==> src/rtl/alu_issue_arb_pkg.sv <==
// alu_arb_pkg: shared types and constants for the two-requester ALU issue controller
package alu_arb_pkg;
   localparam int DATA_W = 64;
   typedef enum logic [1:0] {
      ALU_ADD = 2'b00,
      ALU_SUB = 2'b01,
      ALU_AND = 2'b10,
      ALU_XOR = 2'b11
   } alu_fn_t;
   localparam int CC_ZF = 2;
   localparam int CC_SF = 1;
   localparam int CC_OF = 0;
   localparam logic [2:0] CC_RESET = 3'b100;
   typedef struct packed {
      alu_fn_t           fn;
      logic [DATA_W-1:0] a;
      logic [DATA_W-1:0] b;
      logic              setcc;
      logic              id;
      logic              valid;
   } stage_t;
   function automatic logic [2:0] next_cc(alu_fn_t fn, logic [DATA_W-1:0] r, logic of);
      next_cc = '0;
      next_cc[CC_ZF] = r == '0;
      next_cc[CC_SF] = r[DATA_W-1];
      next_cc[CC_OF] = (fn == ALU_ADD || fn == ALU_SUB) ? of : 1'b0;
   endfunction
endpackage

==> src/rtl/alu_issue_arb_if.sv <==
// alu_issue_arb_if: request, response, ALU and status signals of the ALU issue controller
interface alu_issue_arb_if;
   import alu_arb_pkg::*;
   logic              req0_valid;
   logic              req0_ready;
   logic [1:0]        req0_fn;
   logic [DATA_W-1:0] req0_a;
   logic [DATA_W-1:0] req0_b;
   logic              req0_setcc;
   logic              req1_valid;
   logic              req1_ready;
   logic [1:0]        req1_fn;
   logic [DATA_W-1:0] req1_a;
   logic [DATA_W-1:0] req1_b;
   logic              req1_setcc;
   logic              rsp0_valid;
   logic [DATA_W-1:0] rsp0_data;
   logic              rsp1_valid;
   logic [DATA_W-1:0] rsp1_data;
   logic [1:0]        alu_control;
   logic [DATA_W-1:0] alu_a;
   logic [DATA_W-1:0] alu_b;
   logic [DATA_W-1:0] alu_out;
   logic              alu_of;
   logic [2:0]        cc;
   logic              flush;
   logic              busy;
   modport master (
      output req0_valid, req0_fn, req0_a, req0_b, req0_setcc,
      output req1_valid, req1_fn, req1_a, req1_b, req1_setcc,
      output alu_out, alu_of, flush,
      input  req0_ready, req1_ready, rsp0_valid, rsp0_data, rsp1_valid, rsp1_data,
      input  alu_control, alu_a, alu_b, cc, busy
   );
   modport slave (
      input  req0_valid, req0_fn, req0_a, req0_b, req0_setcc,
      input  req1_valid, req1_fn, req1_a, req1_b, req1_setcc,
      input  alu_out, alu_of, flush,
      output req0_ready, req1_ready, rsp0_valid, rsp0_data, rsp1_valid, rsp1_data,
      output alu_control, alu_a, alu_b, cc, busy
   );
endinterface

==> src/rtl/alu_issue_arb_arb_rr2.sv <==
// arb_rr2: 2-way grant logic; round-robin when ALU_ARB_RR_EN is defined, else fixed priority to req0
module arb_rr2 (
   input  logic       clk,
   input  logic       rst,
   input  logic       en,
   input  logic [1:0] valid,
   output logic [1:0] grant
);
`ifdef ALU_ARB_RR_EN
   logic ptr;
   // ptr=0 favours req0 under contention, ptr=1 favours req1
   always_comb begin
      grant[0] = en & valid[0] & (~valid[1] | ~ptr);
      grant[1] = en & valid[1] & (~valid[0] | ptr);
   end
   // a grant is always a handshake, so point away from whoever just won
   always_ff @(posedge clk)
      if (rst) ptr <= 1'b0;
      else if (|grant) ptr <= grant[0];
`else
   logic unused_clk_rst;
   assign unused_clk_rst = clk ^ rst;
   assign grant = {en & valid[1] & ~valid[0], en & valid[0]};
`endif
endmodule

==> src/rtl/alu_issue_arb.sv <==
// alu_issue_arb: issues one op per cycle from two requesters to the shared ALU, returns results and keeps {ZF,SF,OF}
module alu_issue_arb import alu_arb_pkg::*; (
   input logic            clk,
   input logic            rst,
   alu_issue_arb_if.slave bus
);
   logic [1:0]        grant;
   stage_t            stage;
   logic              fire;
   logic              rsp0_v;
   logic              rsp1_v;
   logic [DATA_W-1:0] rsp0_d;
   logic [DATA_W-1:0] rsp1_d;
   logic [2:0]        cc_q;
   arb_rr2 u_arb (
      .clk   (clk),
      .rst   (rst),
      .en    (~rst & ~bus.flush),
      .valid ({bus.req1_valid, bus.req0_valid}),
      .grant (grant)
   );
   assign fire = stage.valid & ~bus.flush;
   // load the granted op; when idle only valid drops so the ALU inputs keep their last values
   always_ff @(posedge clk)
      if (rst) stage <= '0;
      else if (|grant) stage <= '{
         fn:    alu_fn_t'(grant[1] ? bus.req1_fn : bus.req0_fn),
         a:     grant[1] ? bus.req1_a : bus.req0_a,
         b:     grant[1] ? bus.req1_b : bus.req0_b,
         setcc: grant[1] ? bus.req1_setcc : bus.req0_setcc,
         id:    grant[1],
         valid: 1'b1
      };
      else stage.valid <= 1'b0;
   // capture the ALU result for the owning requester and update CC unless the op is flushed
   always_ff @(posedge clk)
      if (rst) begin
         rsp0_v <= 1'b0;
         rsp1_v <= 1'b0;
         rsp0_d <= '0;
         rsp1_d <= '0;
         cc_q   <= CC_RESET;
      end else begin
         rsp0_v <= fire & ~stage.id;
         rsp1_v <= fire & stage.id;
         if (fire & ~stage.id) rsp0_d <= bus.alu_out;
         if (fire & stage.id) rsp1_d <= bus.alu_out;
         if (fire & stage.setcc) cc_q <= next_cc(stage.fn, bus.alu_out, bus.alu_of);
      end
   assign bus.req0_ready  = grant[0];
   assign bus.req1_ready  = grant[1];
   assign bus.rsp0_valid  = rsp0_v;
   assign bus.rsp1_valid  = rsp1_v;
   assign bus.rsp0_data   = rsp0_d;
   assign bus.rsp1_data   = rsp1_d;
   assign bus.alu_control = stage.fn;
   assign bus.alu_a       = stage.a;
   assign bus.alu_b       = stage.b;
   assign bus.cc          = cc_q;
   assign bus.busy        = stage.valid;
endmodule

==> src/flat_wrapper.sv <==
// flat-port wrapper written by rule: the top's interface ports become plain ports
module alu_issue_arb_flat import alu_arb_pkg::*;
  (clk, rst, bus_req0_valid, bus_req0_fn, bus_req0_a, bus_req0_b, bus_req0_setcc, bus_req1_valid, bus_req1_fn, bus_req1_a, bus_req1_b, bus_req1_setcc, bus_alu_out, bus_alu_of, bus_flush, bus_req0_ready, bus_req1_ready, bus_rsp0_valid, bus_rsp0_data, bus_rsp1_valid, bus_rsp1_data, bus_alu_control, bus_alu_a, bus_alu_b, bus_cc, bus_busy);
  alu_issue_arb_if bus_i ();
  input logic clk;
  input logic rst;
  input wire logic [$bits(bus_i.req0_valid)-1:0] bus_req0_valid;
  input wire logic [$bits(bus_i.req0_fn)-1:0] bus_req0_fn;
  input wire logic [$bits(bus_i.req0_a)-1:0] bus_req0_a;
  input wire logic [$bits(bus_i.req0_b)-1:0] bus_req0_b;
  input wire logic [$bits(bus_i.req0_setcc)-1:0] bus_req0_setcc;
  input wire logic [$bits(bus_i.req1_valid)-1:0] bus_req1_valid;
  input wire logic [$bits(bus_i.req1_fn)-1:0] bus_req1_fn;
  input wire logic [$bits(bus_i.req1_a)-1:0] bus_req1_a;
  input wire logic [$bits(bus_i.req1_b)-1:0] bus_req1_b;
  input wire logic [$bits(bus_i.req1_setcc)-1:0] bus_req1_setcc;
  input wire logic [$bits(bus_i.alu_out)-1:0] bus_alu_out;
  input wire logic [$bits(bus_i.alu_of)-1:0] bus_alu_of;
  input wire logic [$bits(bus_i.flush)-1:0] bus_flush;
  output wire logic [$bits(bus_i.req0_ready)-1:0] bus_req0_ready;
  output wire logic [$bits(bus_i.req1_ready)-1:0] bus_req1_ready;
  output wire logic [$bits(bus_i.rsp0_valid)-1:0] bus_rsp0_valid;
  output wire logic [$bits(bus_i.rsp0_data)-1:0] bus_rsp0_data;
  output wire logic [$bits(bus_i.rsp1_valid)-1:0] bus_rsp1_valid;
  output wire logic [$bits(bus_i.rsp1_data)-1:0] bus_rsp1_data;
  output wire logic [$bits(bus_i.alu_control)-1:0] bus_alu_control;
  output wire logic [$bits(bus_i.alu_a)-1:0] bus_alu_a;
  output wire logic [$bits(bus_i.alu_b)-1:0] bus_alu_b;
  output wire logic [$bits(bus_i.cc)-1:0] bus_cc;
  output wire logic [$bits(bus_i.busy)-1:0] bus_busy;
  assign bus_i.req0_valid = bus_req0_valid;
  assign bus_i.req0_fn = bus_req0_fn;
  assign bus_i.req0_a = bus_req0_a;
  assign bus_i.req0_b = bus_req0_b;
  assign bus_i.req0_setcc = bus_req0_setcc;
  assign bus_i.req1_valid = bus_req1_valid;
  assign bus_i.req1_fn = bus_req1_fn;
  assign bus_i.req1_a = bus_req1_a;
  assign bus_i.req1_b = bus_req1_b;
  assign bus_i.req1_setcc = bus_req1_setcc;
  assign bus_i.alu_out = bus_alu_out;
  assign bus_i.alu_of = bus_alu_of;
  assign bus_i.flush = bus_flush;
  assign bus_req0_ready = bus_i.req0_ready;
  assign bus_req1_ready = bus_i.req1_ready;
  assign bus_rsp0_valid = bus_i.rsp0_valid;
  assign bus_rsp0_data = bus_i.rsp0_data;
  assign bus_rsp1_valid = bus_i.rsp1_valid;
  assign bus_rsp1_data = bus_i.rsp1_data;
  assign bus_alu_control = bus_i.alu_control;
  assign bus_alu_a = bus_i.alu_a;
  assign bus_alu_b = bus_i.alu_b;
  assign bus_cc = bus_i.cc;
  assign bus_busy = bus_i.busy;
  alu_issue_arb u_core (.clk(clk), .rst(rst), .bus(bus_i));
endmodule
==> config.mk <==
export PLATFORM = sky130hd
export DESIGN_NAME = alu_issue_arb_flat
export DESIGN_NICKNAME = d
export VERILOG_FILES = /design/src/rtl/alu_issue_arb_pkg.sv /design/src/rtl/alu_issue_arb_if.sv /design/src/rtl/alu_issue_arb_arb_rr2.sv /design/src/rtl/alu_issue_arb.sv /design/src/flat_wrapper.sv
export SDC_FILE = /design/constraint.sdc
export NUM_CORES = 1
export LEC_CHECK = 0
export CELL_PAD_IN_SITES_DETAIL_PLACEMENT = 1
export CELL_PAD_IN_SITES_GLOBAL_PLACEMENT = 1
export CORE_AREA = 8 8 228 230
export CTS_CLUSTER_DIAMETER = 150
export CTS_CLUSTER_SIZE = 40
export DETAILED_ROUTE_END_ITERATION = 7
export DIE_AREA = 0 0 236 238
export GPL_ROUTABILITY_DRIVEN = 0
export HOLD_SLACK_MARGIN = 0.02
export PLACE_DENSITY_LB_ADDON = 0.1
export SLEW_MARGIN = 30
export SYNTH_ARGS = -nofsm -noshare
export SYNTH_HDL_FRONTEND = slang
export SYNTH_SLANG_ARGS = --single-unit
==> constraint.sdc <==
create_clock -name clk -period 1.8 [get_ports clk]
set_input_delay 0.36 -clock clk [delete_from_list [all_inputs] [get_ports clk]]
set_output_delay 0.36 -clock clk [all_outputs]
set_load 0.05 [all_outputs]
# --- Word-level counts from Yosys, hierarchy flattened ---
# Cells that the tools add are included.
op_classes:
  addsub: 0
  n_mul: 0
  div_mod_pow: 0
  magnitude_cmp: 0
  n_eq_ne: 1
  n_shift: 0
  muxes: 6
  bitwise: 12
  n_reduce_logical: 4
op_table:
  columns: ["op", "count"]
  rows:
  - ["two-way mux 64 bit", 2]
  - ["zero test 64 bit", 1]
  - ["AND 1 bit", 8]
  - ["NOT 1 bit", 4]
  - ["two-way mux 1 bit", 3]
  - ["equality test 2 x 1 -> 1 bit (second input constant)", 1]
  - ["zero test 2 bit", 1]
  - ["two-way mux 2 bit", 1]
  - ["OR reduction 2 bit", 1]
  - ["logical OR 1 bit", 1]
totals:
  regBits: 266
  latchBits: 0
  mem_bits_rw: 0
  rom_bits: 0
  inputBits: 332
  wordCells: 34
  n_memories: 0

# --- Depth between registers and ports, before layout ---
depth:
  word_depth: 6
  ltp_mapped: 7
  mapped_depth_nobuf: 5

# --- By module ---
# Synthesis repeated with hierarchy kept, for this count alone.
unflattened:
  hier_cells: 1451
  hier_area_um2: 11577.4
by_module_without_submodules:
  columns: ["module", "n_inst", "cells_per_inst", "area_each_um2"]
  rows:
  - ["alu_issue_arb", 1, 1449, 11561.1]
  - ["arb_rr2", 1, 2, 16.3]

# --- Least setup slack after synthesis ---
# OpenSTA, ideal clock, no wires.
synth_path:
  path_type: "input -> output"
  start: "input port bus_req0_valid"
  end: "output port bus_req0_ready"
  arrival_time_ns: 1.864
  slack_ns: -0.424
  cell_stages: 4
  path_buffers: 2
  cell_sequence: "inv_2 -> clkbuf_1 -> clkbuf_1 -> nor3_1"
synth_via:
  elab_chain_len: 1
synth_rtl:
  columns: ["item", "line_no", "text"]
  rows:
  - ["start, declared", "flat_wrapper.sv:7", "input wire logic [$bits(bus_i.req0_valid)-1:0] bus_req0_valid;"]
  - ["AND 1 bit", "alu_issue_arb_arb_rr2.sv:23", "assign grant = {en & valid[1] & ~valid[0], en & valid[0]};"]
  - ["end, declared", "flat_wrapper.sv:20", "output wire logic [$bits(bus_i.req0_ready)-1:0] bus_req0_ready;"]
# No other way between the ends.

# --- Worst setup path in the final report ---
layout_path:
  start: "input port bus_alu_out[43]"
  end: "register u_core.cc_q[2] (netlist: u_core.bus.cc[2])"
layout_via:
  elab_chain_len: 1
layout_rtl:
  columns: ["item", "line_no", "text"]
  rows:
  - ["start, declared", "flat_wrapper.sv:17", "input wire logic [$bits(bus_i.alu_out)-1:0] bus_alu_out;"]
  - ["zero test 64 bit", "alu_issue_arb_pkg.sv:24", "next_cc[CC_ZF] = r == '0;"]
  - ["end signal, assigned", "alu_issue_arb.sv:48", "if (fire & stage.setcc) cc_q <= next_cc(stage.fn, bus.alu_out, bus.alu_of);"]
  - ["end, declared", "alu_issue_arb.sv:14", "logic [2:0] cc_q;"]
# No other way between the ends.
# A chain may end at the register's enable or synchronous reset.

==> results.cfg <==
[critical_path]
required_ns = 2.25
cp_cell_sequence = clkdlybuf4s50_1 -> nor4_4 -> buf_4 -> nand4_1 -> buf_4 -> or4_1 -> o21ai_1
critPathLaunchType = input port
crit_buf_inv = 3
max_stage_delay_ns = 0.47
crit_top_cell = buf_4
crit_arrival_ns = 2.20
cp_slowest_cell = clkdlybuf4s50_1
cp_top_family = simple AND/OR/NAND/NOR gates
worstPathMaxFanout = 2
crit_type = in -> reg
end_kind = register

[layout]
syn_to_final_growth_pct = 58.1
mostFrequentLayoutCells = nand2_1 (522), buf_4 (358), clkdlybuf4s50_1 (327)
fill_cells = 5684
drive_above_1_share = 0.228
multi_input_comb_area_um2 = 4110
final_cell_count_no_fill = 2449
layout_commonest_cell = nand2_1
regArea_um2 = 5330
nets = 2154
final_area_um2 = 17100

[cts]
ctsHoldBuffers = 0
cts_buffers = 10
clk_latency_ns = 0.51
clkSinkCount = 266
root_buffer = clkbuf_16
clk_pin_slew_ns = 0.16
clock_path_buffers = 3
cts_tree = yes
htree_levels = 1

[global_routing]
antenna_found_initial = 7
use_met2 = 0.340
use_met3 = 0.0602
first_global_vias = 11800
grt-busiest-layer = met2
grt_max_degree = 137
grtUsageTotal = 0.184
gr-usage-met1 = 0.210
overflow = 0
grt_pass1_wl_um = 79700

[yosys]
ys.warnings.count = 0
synth.largest_area_cell = dfxtp_1
synth_seq_cells = 266
synthesis.area_um2 = 10800
synth_area_leaders = dfxtp_1 (49%), nand2_1 (18%), o221ai_1 (10%)
synth_top_area_frac = 0.493
syn_avg_cell_area_um2 = 8.14
postSynthCellCount = 1328
seq_area_frac_synth = 0.493
ys_types = 25
synth.net_count = 1660

[power]
p_leak_nw = 7.12
vdd_drop_max_v = 0.000541
power_density_nw_per_um2 = 751

[timing]
post-route-min-period_ns = 1.74
period_share = 0.969
rsz0062_at_grt = false
hold_violations = 0
layout_setup_ws_ns = 0.0557
setup_viol = 0
fmax_ghz = 0.573
max_slew_margin = 0.482
worst_slew_pin_slew_ns = 0.777
hold-worst-slack_ns = 0.173
finalMaxSlewViolations = 0
clock_skew_ns = 0.0238

[route]
route.detailed.drc = 0
drt_iter0_markers = 426
wire_per_inst_um = 22.4
ant_nets = 0
routed_wl_um = 54900
dr.pass1.iters = 4
vias = 11000
viasPerCell = 4.49

[placed_design]
dpl_cell_area_um2 = 16700
post-place-ws_ns = -0.615
place_inst = 2431
port_buffers = 597
dp_hpwl_um = 44000

[flow_run]
max_cap_viol_count = 0

[die]
core-area_um2 = 48300
dieArea_um2 = 56200
start_util = 0.224
rows = 81
die_w_um = 236
pin_count = 598
die_h_um = 238

[run_status]
status = finished clean

[min_path]
min-delay-path-class = in -> reg
cell type report:
class	instances	area share
clock buffer	14	0.0185
sequential	266	0.312
timing repair buffer	714	0.382
multi-input combinational	827	0.241
inverter	3	0.000806
tap	622	0.0456
clock inverter	1	0.000513
antenna	2	0.000293
worst reg2reg max path: stages (launching register included):
cell and delay [ns]:
dfxtp_1 0.36, nor2b_1 0.13, buf_4 0.16, nor2b_4 0.19
buf_12 0.26, nand2_1 0.11, a21oi_1 0.14
cells in the mapped netlist:
cell type,number
dfxtp_1,266
o21ai_1,1
buf_1,3
a311oi_1,4
and2_1,1
nor2_1,8
buf_4,133
nor2b_1,2
nand4_1,4
o221ai_1,127
or4_1,1
nor4_2,4
inv_2,1
buf_2,51
nor3_1,2
inv_1,2
nand4b_1,1
nor4_1,12
nand3_1,2
a21oi_1,132
o21ba_1,1
a211oi_1,1
nand2_1,523
nand2b_1,1
clkbuf_1,45
sequential cells by signal, indices dropped and copies added, names as in the netlist:
name / count
u_core.bus.alu_a: 64
u_core.stage: 2
u_core.bus.alu_b: 64
u_core.bus.cc: 3
u_core.bus.alu_control: 2
u_core.bus.rsp0_valid: 1
u_core.bus.rsp1_valid: 1
u_core.bus.rsp1_data: 64
u_core.bus.rsp0_data: 64
u_core.bus.busy: 1
worst paths after layout:
kind	start	slack, ns	to	depth (start not counted)
max reg2reg	u_core.bus.busy	0.38	u_core.bus.rsp0_data[23]	6
min reg2reg	u_core.bus.alu_b[16]	0.45	u_core.bus.alu_b[16]	2
min	bus_req0_valid	0.17	u_core.stage[1]	2
max	bus_alu_out[43]	0.06	u_core.bus.cc[2]	7
metrics by stage:
stage                     TNS [ns]   util  power [mW]
after floorplan                  0      -        8.26
after global placement      -32.15  0.345        9.73
after detailed placement    -37.87  0.345        9.75
after CTS                        0  0.353        13.1
after global routing             0  0.353        13.4
final                            0  0.353        12.8
where the power goes:
group	total, mW	leakage [nW]	switching (mW)	internal (mW)
combinational	3.26	4.78	1.91	1.35
clock	3.23	0.162	1.97	1.26
sequential	6.34	2.18	0.160	6.18
cells by family after synthesis:
kind of cell	count (synthesis)	share of synthesized area
AOI/OAI and AO/OA	266	0.169
and+or+nand+nor	561	0.204
DFF	266	0.493
buffers and inverters	235	0.134
routing by layer:
metal,vias to the layer above,part of all wire
met3,31,0.080
met5,-,0.00055
li1,5341,-
met1,5273,0.40
met2,348,0.51
met4,6,0.010
repair_timing:
action                     in CTS  in global routing
setup endpoints to repair       3                  3
pin swaps                       1                  1
gates resized for setup         4                  6
cloned                          0                  0
setup buffers                   1                  0
No activity file was read; power rests on OpenSTA's default activity.
==> edit: new RTL, same flow settings <==
The option `ALU_ARB_RR_EN` is turned on by a define.
--- a/src/rtl/alu_issue_arb_arb_rr2.sv
+++ b/src/rtl/alu_issue_arb_arb_rr2.sv
@@ -1,2 +1,4 @@
 // arb_rr2: 2-way grant logic; round-robin when ALU_ARB_RR_EN is defined, else fixed priority to req0
+`define ALU_ARB_RR_EN
+
 module arb_rr2 (
Check against the original RTL: not equivalent (Yosys sat finds a counterexample within 4 cycles, from zero or initial values and one cycle with rst high).
==> edit against the original RTL <==
  * Sequential share of layout area is 1.1 points lower
  * Setup slack worse by 0.016 ns
  * Cell count up 0.69%
  * Power up 0.15%
  * Routed wire length is 3.0% higher
  * Synthesized area up 6.4%
  * Design area is 4.0% higher
  * Combinational power shrank 5%
  * Sequential cell count grew 1
==> edit: results (changes against the original RTL) <==
stage,metric,value,unit,change
outcome,status,"complete, no violations",,
global_routing,grtUsageTotal,18.9,%,+0.52 points
placed_design,placed_cell_area,17400,µm²,+4.0%
global_routing,antenna_found_initial,23,,+16
drt,vias,11100,,+0.78%
global_routing,grt_use_met3,7.54,%,+1.5 points
clock_tree,cts_buffers,11,,+1
final_layout,nets,2162,,+0.37%
global_routing,grt_pass1_wl,81200,µm,+1.9%
pwr,ir_drop,0.574,mV,+6.1%
global_routing,grt_util_met2,33.6,%,-0.37 points
pwr,p_leak,7.76,nW,+9.0%
yosys,ys_types,24,,-4.0%
clock_tree,cts_resized,0,,-4
drt,wl_met3,4960,µm,+14%
global_routing,grt_pass1_vias,11700,,-1.6%
yosys,synthCells,1327,,-0.075%
pwr,pwr-share-clk,26.7,%,+1.5 points
worst_setup_path,slowest_delay,0.55,ns,+0.08 ns
placed_design,dpl_worst_slack,-0.527,ns,+0.0883 ns
placed_design,place_hpwl,44400,µm,+0.93%
pwr,switching_power,4.08,mW,+1.1%
yosys,ys_top_cells_by_area,"dfxtp_1 46%, mux2i_1 11%, buf_4 9.2%",,
yosys,syn_nets,1659,,-0.060%
drt,met1_length,22100,µm,about the same
worst_setup_path,critPathSlowestCell,or4_1,,
clock_tree,post_cts_buffers,3,,+2
[edit: cells by family after synthesis]
| logic type | synth area share [%] |
|---|---|
| AND/OR/NAND/NOR | 14.7 |
| flip-flops | 46.5 |
| AO/OA/AOI/OAI | 14.3 |
| buffers and inverters | 13.0 |
| multiplexers | 11.4 |
[edit: final cells by class]
type                            instances  area [µm²]
Antenna cell                           11        27.5
Clock buffer                           11         275
Clock inverter                          5        67.6
Fill cell                            5593       30600
Inverter                                2        7.51
Multi-Input combinational cell        825        4700
Sequential cell                       267        5350
Tap cell                              622         778
Timing Repair Buffer                  723        6560
[edit: tightest hold or removal path, stage by stage]
cell and delay [ns]:
clkdlybuf4s50_1 0.40, nor2_1 0.10, a211oi_1 0.05
[edit: final timing paths]
kind | from | to | slack, ns | cells past startpoint
worst max-delay path | bus_alu_out[51] | u_core.bus.cc[2]$_SDFFE_PP1P_ | 0.04 | 6
worst min-delay path | bus_req1_a[25] | u_core.bus.alu_a[25]$_SDFFE_PP0P_ | 0.41 | 3
worst max register to register | u_core.u_arb.ptr$_SDFFE_PP0P_ | u_core.bus.alu_b[31]$_SDFFE_PP0P_ | 0.16 | 6
worst min register to register | u_core.bus.rsp1_data[6]$_SDFFE_PP0P_ | u_core.bus.rsp1_data[6]$_SDFFE_PP0P_ | 0.46 | 2
[edit: per-stage QoR]
step                utilization (%)  TNS (ns)
floorplan                         -         0
global placement               35.9    -43.36
detailed placement             35.9    -50.27
CTS                            36.7         0
global route                   36.7         0
finish                         36.7         0
[edit: power by group through the flow]
stage	sequential (mW)	clock, mW	combinational [mW]
global route	6.34	3.77	3.28
finish	6.30	3.43	3.11
CTS	6.31	3.62	3.15
global placement	6.42	0	3.12
detailed placement	6.43	0	3.14
floorplan	6.59	0	1.57
